### config.mk
export PLATFORM = sky130hd
export DESIGN_NAME = flp_receiver
export DESIGN_NICKNAME = d
export VERILOG_FILES = /design/src/rtl/flp_receiver.sv
export SDC_FILE = /design/constraint.sdc
export NUM_CORES = 1
export LEC_CHECK = 0
export ABC_AREA = 1
export CAP_MARGIN = 20
export CORE_ASPECT_RATIO = 0.5
export CORE_MARGIN = 8
export CORE_UTILIZATION = 55
export DETAILED_ROUTE_END_ITERATION = 6
export PLACE_DENSITY_LB_ADDON = 0.2
export SYNTH_ARGS = -nofsm -noshare
export SYNTH_HDL_FRONTEND = slang
export SYNTH_SLANG_ARGS = --single-unit
### constraint.sdc
create_clock -name CLK16 -period 5.28 [get_ports CLK16]
set_input_delay 0.792 -clock CLK16 [delete_from_list [all_inputs] [get_ports CLK16]]
set_output_delay 0.792 -clock CLK16 [all_outputs]
set_load 0.02 [all_outputs]
### src/rtl/flp_receiver.sv
// FLP burst receiver: frames 17 clock / 16 data pulse positions and decodes the 16-bit LCW.
// Optional FLP_MATCH3_EN: publish only after three consecutive identical decoded words.
module flp_receiver #(
    parameter int unsigned SLOT = 1024,
    parameter int unsigned TOL  = 128,
    parameter int unsigned GAP  = 4096,
    parameter int unsigned TW   = 13
) (
    input  logic        CLK16,
    input  logic        RST,
    input  logic        RXp,
    output logic [15:0] lcw,
    output logic        lcw_valid,
    input  logic        lcw_ready,
    output logic        burst_err,
    output logic        nlp_seen,
    output logic        overrun
);

    localparam logic [TW:0]   DATA_LO = (TW+1)'(SLOT - TOL);
    localparam logic [TW:0]   DATA_HI = (TW+1)'(SLOT + TOL);
    localparam logic [TW:0]   CLK_LO  = (TW+1)'(2 * SLOT - TOL);
    localparam logic [TW:0]   CLK_HI  = (TW+1)'(2 * SLOT + TOL);
    localparam logic [TW-1:0] GAP_T   = TW'(GAP);

    typedef enum logic [1:0] {
        StHoldoff,
        StIdle,
        StWait
    } state_t;

    state_t        state;
    logic [2:0]    sync;
    logic          pulse;
    logic [TW-1:0] timer;
    logic [TW-1:0] timer_inc;
    logic [TW:0]   elapsed;
    logic [3:0]    k;
    logic          data_hit;
    logic [15:0]   shift;
    logic          pub;
    logic          publish;
    logic          in_data;
    logic          in_clk;

    always_ff @(posedge CLK16 or posedge RST) begin
        if (RST) begin
            sync <= '0;
        end else begin
            sync <= {sync[1:0], RXp};
        end
    end

    assign pulse     = sync[1] & ~sync[2];
    assign timer_inc = (timer == '1) ? timer : timer + TW'(1);
    // timer lags the pulse spacing by one cycle; windows are in cycles between pulse edges
    assign elapsed   = {1'b0, timer} + (TW+1)'(1);
    assign in_data   = (elapsed >= DATA_LO) && (elapsed <= DATA_HI);
    assign in_clk    = (elapsed >= CLK_LO) && (elapsed <= CLK_HI);

    always_ff @(posedge CLK16 or posedge RST) begin
        if (RST) begin
            state     <= StHoldoff;
            timer     <= '0;
            k         <= '0;
            data_hit  <= 1'b0;
            shift     <= '0;
            burst_err <= 1'b0;
            nlp_seen  <= 1'b0;
            pub       <= 1'b0;
        end else begin
            burst_err <= 1'b0;
            nlp_seen  <= 1'b0;
            pub       <= 1'b0;
            timer     <= timer_inc;
            case (state)
                StHoldoff: begin
                    if (pulse) begin
                        timer <= '0;
                    end else if (timer >= GAP_T) begin
                        state <= StIdle;
                        timer <= '0;
                    end
                end
                StIdle: begin
                    if (pulse) begin
                        timer    <= '0;
                        k        <= '0;
                        data_hit <= 1'b0;
                        state    <= StWait;
                    end
                end
                StWait: begin
                    if (pulse) begin
                        if (in_data && !data_hit) begin
                            data_hit <= 1'b1;
                        end else if (in_clk) begin
                            shift[k] <= data_hit;
                            k        <= k + 4'd1;
                            data_hit <= 1'b0;
                            timer    <= '0;
                            if (k == 4'd15) begin
                                pub   <= 1'b1;
                                state <= StHoldoff;
                            end
                        end else begin
                            burst_err <= 1'b1;
                            state     <= StHoldoff;
                            timer     <= '0;
                        end
                    end else if (elapsed > CLK_HI) begin
                        if (k == 4'd0 && !data_hit) begin
                            nlp_seen <= 1'b1;
                        end else begin
                            burst_err <= 1'b1;
                        end
                        state <= StHoldoff;
                        timer <= '0;
                    end
                end
                default: begin
                    state <= StHoldoff;
                    timer <= '0;
                end
            endcase
        end
    end

`ifdef FLP_MATCH3_EN
    logic [1:0]  match_cnt;
    logic [15:0] last_word;
    logic        match_hit;

    assign match_hit = (shift == last_word) && (match_cnt != 2'd0);

    always_ff @(posedge CLK16 or posedge RST) begin
        if (RST) begin
            match_cnt <= '0;
            last_word <= '0;
        end else if (burst_err || nlp_seen) begin
            match_cnt <= '0;
        end else if (pub) begin
            last_word <= shift;
            if (!match_hit) begin
                match_cnt <= 2'd1;
            end else if (match_cnt != 2'd2) begin
                match_cnt <= match_cnt + 2'd1;
            end
        end
    end

    assign publish = pub && match_hit && (match_cnt == 2'd2);
`else
    assign publish = pub;
`endif

    always_ff @(posedge CLK16 or posedge RST) begin
        if (RST) begin
            lcw       <= '0;
            lcw_valid <= 1'b0;
            overrun   <= 1'b0;
        end else if (publish) begin
            lcw       <= shift;
            lcw_valid <= 1'b1;
            if (lcw_valid && !lcw_ready) begin
                overrun <= 1'b1;
            end
        end else if (lcw_valid && lcw_ready) begin
            lcw_valid <= 1'b0;
        end
    end

endmodule
# == After elaboration in Yosys (flattened, before gate mapping) ==
# Cells that the tools add are included.
# totals
input_bits,4
elab_cells,105
output_inout_bits,20
ff_bits,60
# op_classes
magnitude_cmp,8
muxes,47
n_bitwise,3
n_eq_ne,14
add_sub_neg,3
n_reduce_logical,18
# ops
cell,n
two-way mux 13 bit,7
one-hot mux 13 bit (3 select lines),1
two-way mux 1 bit,22
bitwise mux 16 bit,1
two-way mux 2 bit,8
two-way mux 4 bit,4
"adder 13 x 1 -> 14 bit, second input constant",1
"greater-or-equal comparator 14 x 10 -> 1 bit, second input constant",1
"greater-or-equal comparator 14 x 11 -> 1 bit, second input constant",1
"> comparator 14 x 12 -> 1 bit, second input constant",1
"less-or-equal comparator 14 x 11 -> 1 bit, second input constant",1
"less-or-equal comparator 14 x 12 -> 1 bit, second input constant",1
"adder 13 x 1 -> 13 bit, second input constant",1
"equality test 13 bit, second input constant",1
"greater-or-equal comparator 13 bit, second input constant",1
"!= test 2 bit, second input constant",6
"!= test 3 bit, second input constant",3
one-hot mux 4 bit (2 select lines),1
AND reduction 4 bit,2
logical AND 1 bit,7
one-hot mux 2 bit (3 select lines),1
AND reduction 6 bit,1
"< comparator 4 x 5 -> 1 bit, second input constant",1
AND reduction 5 bit,1
other kinds (15),18

# == Longest topological paths before layout ==
# Gate-level depths: netlist of run 1.
# depth
ltp_word,7
depth_mapped,18
depth_no_buf,17

# == Worst setup path after synthesis of run 1 ==
# Ideal clock, no wire load.
# synth_timing
path_kind,reg-to-reg
startpoint,register timer[0]
endpoint,register shift[0]
t_arrival_ns,1.937
period_less_slack_ns,2.053
setup_ns,0.116
path_stages_with_launch,16
path_slack_ns,3.227
required_time_ns,5.164
path_buffers,1
path_cell_list,dfrtp_1 > ha_1 > nand2_2 > nor2_8 > nand2_4 > o21ai_2 > nand2_2 > nor2_2 > nand3_2 > nand2_4 > nand3_2 > nor2_4 > buf_6 > nand2_1 > nand2_1 > nand2_1
# synth_via
elab_chain_len,6
word_cells_on_any_way,10
cone_classes,add/sub (1); order compare (4); bitwise (1); reduce/logical (4)
# synth_rtl
item,line,text
start: declaration,35,logic [TW-1:0] timer;
start signal: assignment,75,timer <= timer_inc;
adder 13 x 1 -> 14 bit *,57,"assign elapsed = {1'b0, timer} + (TW+1)'(1);"
greater-or-equal comparator 14 x 10 -> 1 bit or less-or-equal comparator 14 x 11 -> 1 bit (tied branches),58,assign in_data = (elapsed >= DATA_LO) && (elapsed <= DATA_HI);
logical AND 1 bit,58,
logical AND 1 bit,95,if (in_data && !data_hit) begin
inverter 1 bit (no line),-,
AND reduction 4 bit (no line) *,-,
end signal: indexed assignment,98,shift[k] <= data_hit;
end: declaration,40,logic [15:0] shift;
# Every way passes the cells marked *; elsewhere a longest branch is shown, timed or not.
# A chain may end at the register's enable or synchronous reset.

# == Final worst setup path of run 1 ==
# layout_timing
startpoint,register timer[0]
endpoint,register shift[8]
# Same word-level chain as after synthesis.

==> summary.md, run 1 <==
| Metric | Value |
|---|---|
| Fill cells | 444 |
| Seq. cell area | 1501 um2 |
| Worst Hold Slack | 0.3523 ns |
| Final wirelength | 6311 um |
| Hold Path Depth | 0 |
| I/O Buffers | 23 |
| Die Area | 8584 um2 |
| Drt wl/cell | 12.18 um |
| Worst reg2reg path depth | 14 |
| Fin Setup TNS | 0 ns |
| Clock tree buffer depth | 2 |
| Psw | 0.0002635 W |
| Antenna violations before repair | 0 |
| Post-synthesis area per instance | 7.662 um2 |
| Gr ovfl total | 0 |
| Count of routing violations after the opening detailed-route iteration | 182 |
| Initial cell density of the core | 57.37% |
| Mapped Nets | 423 |
| Max cap viols | 0 |
| Area contributors post-synth | dfrtp_1 (47%), nand2_1 (18%), nor2_1 (6.3%) |
| Comb pwr share | 5.9% |
| Register area share after synthesis | 47.45% |
| Post-layout min period | 2.570 ns |
| Share of layout cells above drive strength 1 | 10.11% |
| Post-route cell area | 3776 um2 |
| Multi-input gate area | 1466 um2 |
| CTS resizes | 0 |
| Antenna Nets Post-Route | 0 |
| Hold crit path type | flip-flop to flip-flop |
| CTS Buf Count | 9 |
| CTS Sinks | 60 |
| CTS Hold Buffers Added | 0 |
| WP data required | 5.49 ns |
| Tot GR Track Use | 15.90% |
| Seq pwr share | 40.7% |
| Mapped Area | 3164 um2 |
| Via density | 5.095 |
| Die X | 123.3 um |
| CP startpoint kind | flip-flop |
| Most common cell in the netlist | nand2_1 |
| Net Sw Frac | 22.02% |
| Max Clock Skew | 0.006438 ns |
| Setup repair bufs after CTS | 0 |
| DRT Pass-1 Iters | 4 |
| Area after DPL | 3440 um2 |
| Residual DRC | 0 |
| WP depth | 14 |
| Worst VDD drop | 0.2968 mV |
| Root Driver | clkbuf_16 |
| H-tree Lvls | 3 |
| Number of flops mapped to enable cells by yosys | 0 |
| DR vias | 2639 |
| Final setup fails | 0 |
| Crit Path Class | flip-flop to flip-flop |
| First-pass GRT wire length | 11010 um |
| IO Pins | 24 |
| CP max stage delay | 0.44 ns |
| Fmax | 389.1 MHz |
| LEAKAGE | 1.911 nW |
| Antenna Cells | 0 |
| Fin nets | 450 |
| RSZ-0062 raised after global routing | no |
| Slew HR | 51.39% |
| Synth top area share | 47.45% |
| RePlAce Congestion | 0.9152 |
| Internal power | 0.0009333 W |
| Pin count of the biggest net entering global routing | 61 |
| Clock power share | 53.4% |
| Top_reg_cell synth | dfrtp_1 |
| FFs w/ async S/R, synth | 100.0% |
| Area Overhead vs Synth | 19.34% |
| Commonest cells post-synth | nand2_1 (152), dfrtp_1 (60), nor2_1 (53), inv_1 (34), nand3_1 (33) |
| WP buf/inv | 0 |
| Warnings, synthesis | 0 |
| Synth area leader | dfrtp_1 |
| HPWL after DPL | 4413 um |
| CTS tree | done |
| Die H | 69.64 um |
| Worst-path maximum fanout | 30 |
| Worst-path cell chain | ha_1 > nand2_2 > nor2_8 > nand2_4 > o21ai_2 > nand2_2 > nor2_2 > nand3_2 > nand2_4 > nand3_2 > nor2_4 > nand2_1 > nand2_1 > nand2_1 |
| CTS clk-pin slew, worst paths | 0.05 ns |
| # rows | 19 |
| Vias in the first global route | 2518 |
| Crit share post-route | 48.68% |
| Slowest CP cell | dfrtp_1 |
| Most used cell, CP | nand2_1 |
| Skew-Pair Late Insertion Delay | 0.33 ns |
| CP Capture Type | flip-flop |
| Yosys cell types | 32 |
| Status | finished, final reports clean |
| Power per cell area | 316.9 nW/um2 |
| Slew @ Worst Pin | 0.7291 ns |
| Critical path's top delay family | simple AND/OR/NAND/NOR gates |
| Synth Instances | 413 |
| Hold Vio Cnt, Final | 0 |
| Seq cells post-synth | 60 |
| Worst path arrival time | 2.78 ns |
| Area of the core | 5515 um2 |
| Final Max Slew Viols | 0 |
[metrics by stage]
| step | power, W | std cells | setup WS, ns | util [%] |
|---|---|---|---|---|
| 5_1_grt | 0.001243 | 518 | 2.443 | 68.47 |
| 2_1_floorplan | 0.0005460 | 413 | 3.003 | - |
| 3_3_place_gp | 0.0005595 | 502 | 2.856 | 62.36 |
| 6_report | 0.001197 | 518 | 2.710 | 68.47 |
| 3_5_place_dp | 0.0005644 | 502 | 2.754 | 62.36 |
| 4_1_cts | 0.001209 | 518 | 2.725 | 68.47 |
[cells in the final DEF (no fill, tap or decap), drive strengths merged, types with 2 or more instances in the layout]
master,synthesis,routed
inv,36,36
ha,6,6
clkinvlp,0,2
nor2,64,64
clkbuf,4,11
dfrtp,60,60
clkinv,2,3
bufinv,0,2
nand2,161,161
clkdlybuf4s50,0,23
nor3,3,3
xor2,3,3
o21ai,10,10
nand3,36,36
nand4,8,8
a21oi,8,8
[sequential cells by signal, indices dropped and copies added, names as in the netlist, 2 cells and up]
register	flops
sync	3
state	2
k	4
lcw	16
shift	16
timer	13
[per-layer routing]
metal	GRT usage (%)	wire, um
met5	0	0
met4	5.828	23
met3	6.174	324
met2	26.94	3166
met1	17.68	2798
[kinds of logic (layout without fill, tap and decap cells)]
group	Yosys count	count (layout)	synth area share, %
buf+inv	46	78	6.208
simple gates	273	273	38.39
compound gates	24	24	4.469
fa+ha+maj	6	6	2.372
xor+xnor	4	4	1.107
flops	60	60	47.45
[power by group through the flow]
stage               sequential (W)  combinational [W]  clock (W)
finish                    0.000487          0.0000709   0.000639
global route              0.000488          0.0000812   0.000674
CTS                       0.000486          0.0000706   0.000652
detailed placement        0.000494          0.0000703          0
global placement          0.000493          0.0000665          0
floorplan                 0.000491          0.0000552          0
[area by class of cell]
class                      count  share of cell area [%]
clock buffer                  11                   6.693
multi-input combinational    307                   38.83
clock inverter                 5                   2.220
inverter                      38                   3.777
sequential                    60                   39.76
tap                           73                   2.419
timing repair buffer          24                   6.296
[final timing paths]
check	endpoint	from	slack, ns
max	shift[8]$_DFFE_PP0P_	timer[0]$_DFF_PP0_	2.71
min	sync[1]$_DFF_PP0_	sync[0]$_DFF_PP0_	0.35
max reg2reg	shift[8]$_DFFE_PP0P_	timer[0]$_DFF_PP0_	2.71
min reg2reg	sync[1]$_DFF_PP0_	sync[0]$_DFF_PP0_	0.35
max in group asynchronous	timer[1]$_DFF_PP0_	RST	3.80
min in group asynchronous	timer[8]$_DFF_PP0_	RST	1.00
(Power assumes the default switching activity.)
==> inputs of run 2 (changes only) <==
- clock period: 5.28 -> 2.65 ns (I/O delays scaled with it)
==> run 2 against run 1 <==
  * Non-clock buffer count is 3 higher
  * Fmax is 11% higher
  * Via count decreased by 0.45%
  * Clock power rose by 96%
  * Critical path type unchanged
==> summary.md, run 2 (synthesis results as in run 1) <==
| Metric | Value |
|---|---|
| Status | finished, final reports clean |
| Die Area | 8584 um2 |
| Antenna Cells | 0 |
| Fill cells | 431 |
| Psw | 0.0005073 W |
| Seq pwr share | 41.1% |
| Dpl ws | 0.3368 ns |
| Crit share post-route | 87.56% |
| Skew-Pair Late Insertion Delay | 0.32 ns |
| Post-route cell area | 3800 um2 |
| CTS Buf Count | 9 |
| CTS resizes | 0 |
| WP buf/inv | 0 |
| Area after DPL | 3475 um2 |
| Residual DRC | 0 |
| Reg2Reg Setup Slack | 0.33 ns |
| Worst reg2reg path depth | 13 |
| Hold Vio Cnt, Final | 0 |
| Hold Path Sink | sync[1]$_DFF_PP0_ |
| Fin Setup TNS | 0 ns |
| Highest-count cells in the layout ignoring fill and taps | nand2_1 (152), dfrtp_1 (60), nor2_1 (53) |
| CTS Hold Buffers Added | 0 |
| Clock tree buffer depth | 2 |
| Die H | 69.64 um |
| Slowest CP cell | dfrtp_1 |
| Hold crit path type | flip-flop to flip-flop |
| Antenna Nets Post-Route | 0 |
| Die X | 123.3 um |
| CP Capture Type | flip-flop |
| Max Clock Skew | 0.007335 ns |
| Fin cells | 520 |
| Final setup fails | 0 |
| Initial cell density of the core | 57.37% |
| Final wirelength | 6369 um |
| CTS Sinks | 60 |
| Count of routing violations after the opening detailed-route iteration | 183 |
| CTS tree | done |
| Power per cell area | 620.5 nW/um2 |
| IO Pins | 24 |
| H-tree Lvls | 3 |
| Setup repair bufs after CTS | 0 |
| Fin nets | 453 |
| DRT Pass-1 Iters | 4 |
| Slew HR | 51.56% |
| DP Cell Count | 505 |
| RePlAce Congestion | 0.9360 |
| Hold Path Origin | sync[0]$_DFF_PP0_ |
| Max cap viols | 0 |
| Final WS setup | 0.3297 ns |
| CTS clk-pin slew, worst paths | 0.05 ns |
| WP data required | 2.84 ns |
| Antenna violations before repair | 0 |
| Worst-path maximum fanout | 10 |
| CP max stage delay | 0.44 ns |
| Tot GR Track Use | 16.18% |
| Vias in the first global route | 2611 |
| Share of layout cells above drive strength 1 | 10.51% |
| Slew @ Worst Pin | 0.7266 ns |
| Area of the core | 5515 um2 |
| Drt wl/cell | 12.25 um |
| CP startpoint kind | flip-flop |
| Fmax | 431.0 MHz |
| Worst reg2reg startpoint | timer[0]$_DFF_PP0_ |
| Clock power share | 53.1% |
| Gr ovfl total | 0 |
| Hold Path Depth | 0 |
| Worst VDD drop | 0.6399 mV |
| Area Overhead vs Synth | 20.09% |
| Worst path arrival time | 2.51 ns |
| Worst Hold Slack | 0.3505 ns |
| LEAKAGE | 1.929 nW |
| Critical path's top delay family | simple AND/OR/NAND/NOR gates |
| Crit Path Class | flip-flop to flip-flop |
| Pin count of the biggest net entering global routing | 61 |
| DR vias | 2627 |
| Largest regs | lcw: 16 flops, shift: 16 flops, timer: 13 flops |
| First-pass GRT wire length | 11290 um |
| Critical R2R Capture | timer[10]$_DFF_PP0_ |
| Comb pwr share | 5.8% |
| Internal power | 0.001850 W |
| Root Driver | clkbuf_16 |
| RSZ-0062 raised after global routing | no |
| Most common cell after layout, fill and taps aside | nand2_1 |
| Net Sw Frac | 21.52% |
| Worst-path cell chain | ha_1 > nand2_2 > nor2_8 > xor2_1 > nor2_1 > nand2_1 > nand2_2 > nand3_2 > nand2_4 > nand2_1 > nand3_1 > nor2_4 > nor2_1 |
| Final Max Slew Viols | 0 |
| # rows | 19 |
| Via density | 5.052 |
| I/O Buffers | 23 |
| Post-layout min period | 2.320 ns |
| HPWL after DPL | 4511 um |
-- run 2: changes by cell type in the layout (fill, tap and decap cells not counted) --
| cell | change |
|---|---|
| clkinvlp_4 | -1 |
| clkinv_2 | +1 |
| buf_12 | +1 |
| buf_4 | +2 |
| clkinv_4 | -1 |
-- run 2: layout make-up --
| cell class | instances | area (um2) | share of cell area, % |
|---|---|---|---|
| clock buffer | 11 | 252.7 | 6.651 |
| clock inverter | 4 | 72.57 | 1.910 |
| multi-input combinational | 307 | 1466 | 38.59 |
| sequential | 60 | 1501 | 39.51 |
| timing repair buffer | 27 | 272.8 | 7.178 |
| inverter | 38 | 142.6 | 3.754 |
| tap | 73 | 91.34 | 2.404 |
-- run 2: power by group through the flow --
stage	logic [W]	registers (W)	clock network (W)
3_3_place_gp	0.000134	0.000983	0
2_1_floorplan	0.000110	0.000978	0
6_report	0.000136	0.000969	0.00125
5_1_grt	0.000164	0.000972	0.00132
3_5_place_dp	0.000137	0.000983	0
4_1_cts	0.000138	0.000968	0.00128
-- run 2: through the flow --
stage                     total power (W)  util, %
after detailed placement         0.001121    63.00
after CTS                        0.002382    68.90
after global routing             0.002458    68.90
final                            0.002358    68.90
after global placement           0.001116    63.00
after floorplan                  0.001088        -
-- run 2: worst max-delay path by stage --
| stage | from | to | slack [ns] | depth (start not counted) |
|---|---|---|---|---|
| 6_report | timer[0]$_DFF_PP0_ | timer[10]$_DFF_PP0_ | 0.33 | 13 |
| 3_5_place_dp | timer[0]$_DFF_PP0_ | shift[4]$_DFFE_PP0P_ | 0.34 | 15 |
| 4_1_cts | timer[0]$_DFF_PP0_ | shift[4]$_DFFE_PP0P_ | 0.33 | 15 |
| 2_1_floorplan | timer[0]$_DFF_PP0_ | shift[0]$_DFFE_PP0P_ | 0.60 | 15 |
| 5_1_grt | timer[0]$_DFF_PP0_ | shift[4]$_DFFE_PP0P_ | 0.12 | 15 |
| 3_3_place_gp | timer[0]$_DFF_PP0_ | shift[6]$_DFFE_PP0P_ | 0.44 | 13 |
-- run 2: layer usage --
metal	wire length (um)	track usage [%]	vias to the layer above
met5	0	0	-
met4	78	5.563	0
met3	336	6.093	12
met2	3074	27.29	57
met1	2879	18.34	1201
li1	-	-	1357
-- run 2: worst register-to-register path, cell delays in order (launching register included) --
cell and delay [ns]:
dfrtp_1 0.44, ha_1 0.24, nand2_2 0.12, nor2_8 0.17, xor2_1 0.20, nor2_1 0.07
nand2_1 0.07, nand2_2 0.06, nand3_2 0.09, nand2_4 0.08, nand2_1 0.09, nand3_1 0.18
nor2_4 0.28, nor2_1 0.09
